<file path="src/rtl/telem_frame_tx_pkg.sv">
// Shared constants, state encoding and checksum helper for the telemetry frame transmitter.
package telem_frame_tx_pkg;

    localparam int         FRAME_LEN       = 6;
    localparam logic [7:0] HEADER_DEFAULT  = 8'hA5;
    localparam int         STATUS_WARN_BIT = 0;
    localparam int         BYTE_IDX_W      = 3;

    typedef enum logic [1:0] {
        ST_IDLE,
        ST_START,
        ST_DATA,
        ST_STOP
    } tx_state_e;

    function automatic logic [7:0] frame_checksum(
        input logic [7:0] b1,
        input logic [7:0] b2,
        input logic [7:0] b3,
        input logic [7:0] b4
    );
        return b1 ^ b2 ^ b3 ^ b4;
    endfunction

endpackage

</file>
<file path="src/rtl/telem_frame_tx_uart.sv">
// 8N1 byte serializer, LSB first, each bit held DIV cycles. A load accepted in the
// last stop-bit cycle chains straight into the next start bit with no idle gap.
module uart_tx_byte
    import telem_frame_tx_pkg::*;
#(
    parameter int DIV = 10
) (
    input  logic       clk,
    input  logic       rst,
    input  logic       load_i,
    input  logic [7:0] data_i,
    output logic       tx_o,
    output logic       ready_o
);

    localparam int            DW       = $clog2(DIV);
    localparam logic [DW-1:0] DIV_LAST = DW'(DIV - 1);

    tx_state_e     state_q, state_d;
    logic [DW-1:0] div_q, div_d;
    logic [2:0]    bit_q, bit_d;
    logic [7:0]    shift_q, shift_d;
    logic          tx_q, tx_d;
    logic          tick;
    logic [2:0]    bit_inc;

    assign tick    = (div_q == DIV_LAST);
    assign bit_inc = bit_q + 3'd1;
    // Ready in idle, or on the final cycle of a stop bit so bytes can abut.
    assign ready_o = (state_q == ST_IDLE) || ((state_q == ST_STOP) && tick);
    assign tx_o    = tx_q;

    always_comb begin
        state_d = state_q;
        div_d   = div_q;
        bit_d   = bit_q;
        shift_d = shift_q;
        tx_d    = tx_q;
        if (state_q != ST_IDLE) begin
            div_d = tick ? '0 : div_q + 1'b1;
        end
        case (state_q)
            ST_IDLE: begin
                if (load_i) begin
                    state_d = ST_START;
                    shift_d = data_i;
                    div_d   = '0;
                    bit_d   = '0;
                    tx_d    = 1'b0;
                end
            end
            ST_START: begin
                if (tick) begin
                    state_d = ST_DATA;
                    bit_d   = '0;
                    tx_d    = shift_q[0];
                end
            end
            ST_DATA: begin
                if (tick) begin
                    if (bit_q == 3'd7) begin
                        state_d = ST_STOP;
                        tx_d    = 1'b1;
                    end else begin
                        bit_d = bit_inc;
                        tx_d  = shift_q[bit_inc];
                    end
                end
            end
            ST_STOP: begin
                if (tick) begin
                    if (load_i) begin
                        state_d = ST_START;
                        shift_d = data_i;
                        bit_d   = '0;
                        tx_d    = 1'b0;
                    end else begin
                        state_d = ST_IDLE;
                        tx_d    = 1'b1;
                    end
                end
            end
            default: begin
                state_d = ST_IDLE;
                tx_d    = 1'b1;
            end
        endcase
    end

    always_ff @(posedge clk) begin
        if (rst) begin
            state_q <= ST_IDLE;
            div_q   <= '0;
            bit_q   <= '0;
            shift_q <= '0;
            tx_q    <= 1'b1;
        end else begin
            state_q <= state_d;
            div_q   <= div_d;
            bit_q   <= bit_d;
            shift_q <= shift_d;
            tx_q    <= tx_d;
        end
    end

endmodule

</file>
<file path="src/rtl/telem_frame_tx.sv">
// Telemetry frame transmitter: snapshots the status inputs on start and sends
// HEADER, promedio, temp_high, temp_low, status, checksum as back-to-back 8N1 bytes.
module telem_frame_tx
    import telem_frame_tx_pkg::*;
#(
    parameter int         CLK_FREQ = 10000,
    parameter int         BAUD     = 1000,
    parameter logic [7:0] HEADER   = HEADER_DEFAULT
) (
    input  logic       clk,
    input  logic       rst,
    input  logic       start,
    input  logic [7:0] promedio,
    input  logic [7:0] temp_high,
    input  logic [7:0] temp_low,
    input  logic       temp_warn,
    output logic       tx,
    output logic       busy,
    output logic       done
);

    localparam int                    DIV      = CLK_FREQ / BAUD;
    localparam logic [BYTE_IDX_W-1:0] LAST_IDX = BYTE_IDX_W'(FRAME_LEN - 1);

    generate
        if ((DIV < 2) || ((CLK_FREQ % BAUD) != 0)) begin : g_bad_div
            $error("telem_frame_tx: CLK_FREQ/BAUD must be an integer >= 2");
        end
    endgenerate

    logic                  busy_q, busy_d;
    logic                  done_q, done_d;
    logic [BYTE_IDX_W-1:0] byte_idx_q, byte_idx_d;
    logic [7:0]            prom_q, prom_d;
    logic [7:0]            thigh_q, thigh_d;
    logic [7:0]            tlow_q, tlow_d;
    logic                  warn_q, warn_d;

    logic [7:0]            status_byte;
    logic [7:0]            frame_byte [FRAME_LEN];
    logic [BYTE_IDX_W-1:0] next_idx;
    logic [7:0]            next_byte;
    logic                  ser_load;
    logic [7:0]            ser_data;
    logic                  ser_ready;

    always_comb begin
        status_byte                  = '0;
        status_byte[STATUS_WARN_BIT] = warn_q;
    end

    // Frame bytes are built from the snapshot only, so the checksum matches what was sent.
    assign frame_byte[0] = HEADER;
    assign frame_byte[1] = prom_q;
    assign frame_byte[2] = thigh_q;
    assign frame_byte[3] = tlow_q;
    assign frame_byte[4] = status_byte;
    assign frame_byte[5] = frame_checksum(prom_q, thigh_q, tlow_q, status_byte);

    assign next_idx = byte_idx_q + 1'b1;

    always_comb begin
        next_byte = HEADER;
        case (next_idx)
            3'd1:    next_byte = frame_byte[1];
            3'd2:    next_byte = frame_byte[2];
            3'd3:    next_byte = frame_byte[3];
            3'd4:    next_byte = frame_byte[4];
            3'd5:    next_byte = frame_byte[5];
            default: next_byte = frame_byte[0];
        endcase
    end

    always_comb begin
        busy_d     = busy_q;
        done_d     = 1'b0;
        byte_idx_d = byte_idx_q;
        prom_d     = prom_q;
        thigh_d    = thigh_q;
        tlow_d     = tlow_q;
        warn_d     = warn_q;
        ser_load   = 1'b0;
        ser_data   = HEADER;
        if (!busy_q) begin
            if (start) begin
                busy_d     = 1'b1;
                byte_idx_d = '0;
                prom_d     = promedio;
                thigh_d    = temp_high;
                tlow_d     = temp_low;
                warn_d     = temp_warn;
                ser_load   = 1'b1;
                ser_data   = HEADER;
            end
        end else if (ser_ready) begin
            // While busy the serializer is never idle, so ready marks the end of a stop bit.
            if (byte_idx_q == LAST_IDX) begin
                busy_d     = 1'b0;
                done_d     = 1'b1;
                byte_idx_d = '0;
            end else begin
                byte_idx_d = next_idx;
                ser_load   = 1'b1;
                ser_data   = next_byte;
            end
        end
    end

    always_ff @(posedge clk) begin
        if (rst) begin
            busy_q     <= 1'b0;
            done_q     <= 1'b0;
            byte_idx_q <= '0;
            prom_q     <= '0;
            thigh_q    <= '0;
            tlow_q     <= '0;
            warn_q     <= 1'b0;
        end else begin
            busy_q     <= busy_d;
            done_q     <= done_d;
            byte_idx_q <= byte_idx_d;
            prom_q     <= prom_d;
            thigh_q    <= thigh_d;
            tlow_q     <= tlow_d;
            warn_q     <= warn_d;
        end
    end

    uart_tx_byte #(
        .DIV (DIV)
    ) u_ser (
        .clk     (clk),
        .rst     (rst),
        .load_i  (ser_load),
        .data_i  (ser_data),
        .tx_o    (tx),
        .ready_o (ser_ready)
    );

    assign busy = busy_q;
    assign done = done_q;

endmodule

</file>
<file path="config.mk">
export PLATFORM = sky130hd
export DESIGN_NAME = telem_frame_tx
export DESIGN_NICKNAME = d
export VERILOG_FILES = /design/src/rtl/telem_frame_tx_pkg.sv /design/src/rtl/telem_frame_tx_uart.sv /design/src/rtl/telem_frame_tx.sv
export SDC_FILE = /design/constraint.sdc
export NUM_CORES = 1
export LEC_CHECK = 0
export ABC_AREA = 1
export CAP_MARGIN = 30
export CORE_MARGIN = 2
export CORE_UTILIZATION = 59
export CTS_CLUSTER_SIZE = 12
export DETAILED_ROUTE_END_ITERATION = 16
export GPL_TIMING_DRIVEN = 0
export HOLD_SLACK_MARGIN = 0.02
export PLACE_DENSITY = 0.9
export SETUP_SLACK_MARGIN = 0.05
export SLEW_MARGIN = 20
export SYNTH_ARGS = -nofsm -noshare
export SYNTH_HDL_FRONTEND = slang
export SYNTH_SLANG_ARGS = --single-unit
</file>
<file path="constraint.sdc">
create_clock -name clk -period 2.5 [get_ports clk]
set_clock_uncertainty 0.1 [all_clocks]
set_input_delay 0.25 -clock clk [delete_from_list [all_inputs] [get_ports clk]]
set_output_delay 0.25 -clock clk [all_outputs]
set_load 0.02 [all_outputs]
</file>
==> results.cfg <==
[timing]
tightest_slew_ps = 512
slew_headroom = 0.659
setup_viol = 0
max_freq_mhz = 532
hold_violations = 0
fin_setup_tns_ps = 0
final-max-slew-violation-count = 0
holdWs_ps = 382
rsz0062_at_grt = no
min_period_ps = 1880
layout_setup_ws_ps = 622
period_share = 0.751

[final_layout]
drive_gt1_frac = 0.0990
nFillCells = 329
stdcell_area_um2 = 2960
layout.nets = 438
antenna_cells = 0
area_growth_pct = 17.5

[power_and_ir_drop]
p_leak_uw = 0.00125
combPwrFrac = 0.431
pwr_density_cell_nw_per_um2 = 848
power.switching_uw = 1020
p_total_uw = 2510
swShare = 0.408
p_int_uw = 1480
sequentialPowerShare = 0.393
p_clk_frac = 0.175
vdd_drop_max_v = 0.000501

[setup_path]
crit_path_start = u_ser.state_q[0]$_SDFFE_PP0P_
crit_buf_inv = 1
r2r-start = u_ser.state_q[0]$_SDFFE_PP0P_
cp_max_fo = 10
cpMaxStageDelayCell = dfxtp_1
cp.arrival_ps = 1980
end_kind = flip-flop
critPathTopFamily = simple AND/OR/NAND/NOR gates
cp_slowest_stage_delay_ps = 420
cp.required_ps = 2600
crit_chain = ha_1 > nor2_2 > nor2_2 > nand3_2 > nand2_2 > inv_2 > nor2_8 > nand2_2 > nor2_1 > nor2_1
crit_type = flip-flop to flip-flop
start_kind = flip-flop

[clock_network]
insertion_delay_ps = 300
cts_root_buffer = clkbuf_8
clock_sinks = 48
cts_buffer_depth = 2
clk_pin_slew_ps = 80
postCtsHoldBufs = 0
cts_tree = done
cts_inserted_buffers = 5
post_cts_buffers = 0
h-tree-depth = 2
cts_resized = 0

[hold_path]
hold_path_class = flip-flop to flip-flop
min_from = u_ser.shift_q[1]$_SDFFE_PP0P_

[grt]
grt_max_degree = 14
grt_overflow_total = 0
antenna_found_initial = 0
grt_usage = 0.250
grt_pass1_wl_um = 9960
grt_pass1_vias = 2334

[floorplan]
dieArea_um2 = 4800
die_x_um = 69.3
row_count = 23
die_h_um = 69.3
io_pins = 31
core_area_um2 = 4060
start_util = 0.620

[placement]
gp_congestion = 0.883
hpwl_um = 4270
place_area_um2 = 2880
dpl_worst_slack_ps = 351
portBuffers = 30

[yosys]
synthArstFlopShare = 0
synthCells = 367
ys_ff_latch = 48
avgSynthCellArea_um2 = 6.86
synthDistinctLibCells = 28
ys_seq_area_frac = 0.382
synthFlopType = dfxtp_1
synth_area_um2 = 2520
synth_nets = 401
synth-edff-count = 0
yosys_warnings = 0

[detailed_routing]
drt-initial-drc-count = 114
wire_per_inst_um = 12.4
wl_um = 5640
dr_total_vias = 2434
firstDrtPassIters = 4
drc_errors = 0
ant_nets = 0
avgViaCountPerCell = 5.36

[outcome]
run_status = complete, no violations

[flow_run]
maxCapViolCount = 0
==> per-layer routing <==
| metal | up-vias | track usage | routed length (um) |
|---|---|---|---|
| met5 | - | 0 | 0 |
| met4 | 0 | 0.0937 | 116 |
| met3 | 11 | 0.0552 | 269 |
| met2 | 62 | 0.433 | 2780 |
| met1 | 1103 | 0.301 | 2470 |
| li1 | 1258 | - | - |
==> layout by cell type, fill, tap and decap left out <==
master           Yosys  routed
nand2_2              4       4
nor2_8               1       1
o31ai_4              1       1
ha_1                 6       6
clkdlybuf4s50_1      0      30
a211oi_1             1       1
o21ai_0             35      35
nor2_1              55      55
o21ai_1              9       9
o22ai_1              3       3
dfxtp_1             48      48
xnor2_1              4       4
clkbuf_8             0       5
a211oi_2             1       1
nor2_2               6       6
nand3_1             20      20
buf_2                3       3
inv_1               35      35
nand3b_1             2       2
xor2_1               5       5
nand2_1             66      66
clkinv_2             0       1
nor3_1               4       4
a21oi_1             28      28
or2_2                4       4
nand3_2              3       3
inv_2               10      10
a21oi_2              1       1
nand4_1              5       5
clkbuf_1             6       7
o211ai_1             1       1
==> power groups by stage <==
| stage | sequential (uW) | combinational [uW] | clock [uW] |
|---|---|---|---|
| final | 985 | 1080 | 440 |
| after global routing | 1000 | 1240 | 484 |
| after CTS | 984 | 1070 | 444 |
| after detailed placement | 1000 | 1070 | 0 |
| after global placement | 995 | 1030 | 0 |
| after floorplan | 986 | 831 | 0 |
==> worst min-delay path: stages (launching register included) <==
cell and delay [ps]:
dfxtp_1 320, nand2_1 60, a21oi_1 50
==> layout make-up <==
| type | count | area, um2 | area share |
|---|---|---|---|
| multi-input cells | 265 | 1350 | 0.456 |
| flip-flops and latches | 48 | 961 | 0.325 |
| repair buffers | 30 | 300 | 0.102 |
| inverters | 45 | 169 | 0.0571 |
| clock buffers | 6 | 72.6 | 0.0245 |
| well taps | 50 | 62.6 | 0.0212 |
| plain buffers | 9 | 37.5 | 0.0127 |
| clock inverters | 1 | 5.00 | 0.00169 |
==> worst paths after layout <==
kind / end / slack, ps / cells after the start
worst max-delay path: u_ser.shift_q[7]$_SDFFE_PP0P_ / 620 / 10
worst min-delay path: u_ser.shift_q[1]$_SDFFE_PP0P_ / 380 / 2
worst max register to register: u_ser.shift_q[7]$_SDFFE_PP0P_ / 620 / 10
worst min register to register: u_ser.shift_q[1]$_SDFFE_PP0P_ / 380 / 2
==> registers in the layout (all words and copies together) (netlist names) <==
register and count:
busy 1, u_ser.div_q 4, byte_idx_q 3, u_ser.state_q 2, u_ser.bit_q 3, thigh_q 8
done 1, tlow_q 8, prom_q 8, warn_q 1, u_ser.tx_o 1, u_ser.shift_q 8
==> cells in the mapped netlist, types with 5 or more instances <==
cell      number  area [um2]
nand2_1       66         248
nor2_1        55         206
dfxtp_1       48         961
inv_1         35         131
o21ai_0       35         175
a21oi_1       28         140
nand3_1       20         100
inv_2         10        37.5
o21ai_1        9        45.0
clkbuf_1       6        22.5
ha_1           6        75.1
nor2_2         6        37.5
nand4_1        5        31.3
xor2_1         5        43.8
==> stage by stage <==
| step | cells | utilization |
|---|---|---|
| finish | 454 | 0.729 |
| global route | 454 | 0.729 |
| CTS | 454 | 0.729 |
| detailed placement | 447 | 0.710 |
| global placement | 447 | 0.710 |
| floorplan | 367 | - |
==> kinds of logic (layout without fill, tap and decap cells) <==
logic type                 after synthesis  after routing  share of synthesized area
DFF                                     48             48                      0.382
and+or+nand+nor                        170            170                      0.301
adders and majority gates                6              6                     0.0298
AOI/OAI and AO/OA                       80             80                      0.174
xor gates and xnor gates                 9              9                     0.0313
buffers and inverters                   54             91                     0.0820
Note: power is estimated with default switching activity, not from simulation.
==> variant (same flow settings) <==
Re-encode `tx_state_e` (4 states) as one-hot, 4 bits wide.
--- a/src/rtl/telem_frame_tx_pkg.sv
+++ b/src/rtl/telem_frame_tx_pkg.sv
@@ -7,9 +7,9 @@
     localparam int         BYTE_IDX_W      = 3;
 
-    typedef enum logic [1:0] {
-        ST_IDLE,
-        ST_START,
-        ST_DATA,
-        ST_STOP
+    typedef enum logic [3:0] {
+        ST_IDLE  = 4'b0001,
+        ST_START = 4'b0010,
+        ST_DATA  = 4'b0100,
+        ST_STOP  = 4'b1000
     } tx_state_e;
 
Behaviour: same outputs for any inputs over 10 cycles, from zero or initial values and one cycle with rst high; not proved beyond that.
==> variant against the original RTL <==
Setup slack gained 0.072 ns; sequential cell count grew 2; hold slack lost 0.13 ns; wire length grew 5.6%; largest power group unchanged; cell count grew 7.5%; cell area grew 3.6%; synthesized area grew 3.2%; power grew 11%.
==> variant: results (changes against the original RTL) <==
- Status: finished clean
- Synth top area cells: dfxtp_1, nand2_1, nor2_1
- M3 GR Usage: 4.762% (-0.76 points)
- Cells after DPL: 480 (+7.4%)
- Slew Limit Fails: 0 (unchanged)
- Max Root-Sink Buffers: 2 (unchanged)
- Number of global-route vias before repair: 2586 (+11%)
- Number of antenna violations at the first check in global routing: 0 (unchanged)
- Cts repair resizes: 0 (unchanged)
- Post-synthesis sequential area ratio: 38.54% (+0.35 points)
- Finished Layout Cells: 488 (+7.5%)
- Largest net degree at the start of global routing: 15 (+1)
- Max-slew headroom: 63.23% (-2.6 points)
- IO Port Bufs: 29 (-3.3%)
- Final Wtd Congestion: 0.8964 (+1.5%)
- Post-CTS Setup Bufs: 0 (unchanged)
- Leak Pwr: 1.332 nW (+6.2%)
- Pre-antenna DRT Iters: 5 (+1)
- DR iter-0 viols: 121 (+6.1%)
- FF-to-FF path depth: 9 (-1)
- Worst path max stage delay: 0.66 ns (+0.24 ns)
- Post-synthesis instance total: 399 (+8.7%)
- H-tree lvl count: 2 (unchanged)
- Clock root cell: clkbuf_8
- Vias/cell: 5.293 (-1.3%)
- Minimum clock period: 1.807 ns (-0.07167 ns)
- Largest delay contributor family on the critical path: buffers and inverters
- Nets@finish: 465 (+6.2%)
- Grt met2 use: 47.69% (+4.4 points)
- ANT cells: 0 (unchanged)
- Later-pin clock latency in the skew report: 0.30 ns (about the same)
- Flop2flop setup slack: 0.83 ns (+0.21 ns)
- Total CTS buffers: 5 (unchanged)
- Syn nets: 429 (+7.0%)
- CTS clk-pin slew, worst paths: 0.09 ns
- Share of synthesized flip-flops with an asynchronous set or reset: 0% (unchanged)
- Synth Flop Type: dfxtp_1
- Design internal power: 0.001656 W (+12%)
- Cell variety after synth: 27 (-3.6%)
- Worst path slowest cell: clkdlybuf4s50_1
- First-pass GRT wire length: 10600 um (+6.4%)
- WL/cell: 12.20 um (-1.8%)
- Ys Warns: 0 (unchanged)
- Worst Hold Class: primary input to flop
- Global Route Usage Sum: 26.03% (+1.1 points)
- Grt met1 use: 28.27% (-1.9 points)
- Fill cells: 363 (+10%)
- Commonest cells post-synth: nand2_1, nor2_1, dfxtp_1
- Share of layout cells above drive strength 1: 7.798% (-2.1 points)
- Pre-CTS setup slack: 0.6173 ns (+0.2659 ns)
- Post-DP HPWL: 4512 um (+5.7%)
- Max VDD drop: 0.4226 mV (-16%)
- Crit path arrival time: 1.46 ns (-0.52 ns)
- Crit-path max FO: 5 (-5)
## variant: worst paths after layout
check | from | endpoint
worst min register to register | u_ser.shift_q[5] | u_ser.shift_q[5]
worst max register to register | byte_idx_q[0] | u_ser.shift_q[4]
worst min-delay path | rst | u_ser.shift_q[3]
worst max-delay path | busy | busy
## variant: metrics by stage
stage	hold WS, ns	area (sq um)
6_report	0.2543	3063
4_1_cts	0.2520	3063
3_5_place_dp	0.3583	2953
3_3_place_gp	0.3424	2953
2_1_floorplan	0.2849	2597
5_1_grt	0.2755	3063
## variant: power by group through the flow
stage          combinational, W  sequential [W]  clock (W)
2_1_floorplan          0.000923         0.00105          0
3_3_place_gp            0.00112         0.00106          0
3_5_place_dp            0.00117         0.00107          0
4_1_cts                 0.00117         0.00105   0.000552
5_1_grt                 0.00137         0.00107   0.000574
6_report                0.00118         0.00105   0.000545
## variant: area by class of cell
| class | instances | area, sq um | share of cell area [%] |
|---|---|---|---|
| Sequential cell | 50 | 1001 | 32.68 |
| Multi-Input combinational cell | 293 | 1383 | 45.14 |
| Timing Repair Buffer | 29 | 290.3 | 9.477 |
| Tap cell | 52 | 65.06 | 2.124 |
| Buffer | 10 | 41.29 | 1.348 |
| Clock buffer | 8 | 110.1 | 3.595 |
| Inverter | 46 | 172.7 | 5.637 |
## variant: worst register-to-register path, stage by stage, from the launching register on
cell and delay (ns):
dfxtp_1 0.35, inv_1 0.10, nand2_1 0.07, nor2_1 0.43
nand2_1 0.14, nand2_1 0.11, nor2_1 0.04, o21ai_0 0.08
nand2_1 0.07, a21oi_1 0.11
## variant: metal layers
layer	part of all wire [%]	routed length (um)
met1	43	2578
met2	50	2989
met3	4.1	242
met4	2.4	142
met5	0	0
## variant: kinds of logic (layout without fill, tap and decap cells)
group,Yosys count,after routing,synth area share [%]
compound gates,71,71,14.69
flops,50,50,38.54
xor+xnor,9,9,3.035
simple gates,211,211,34.54
fa+ha+maj,2,2,0.9632
buf+inv,56,93,8.237
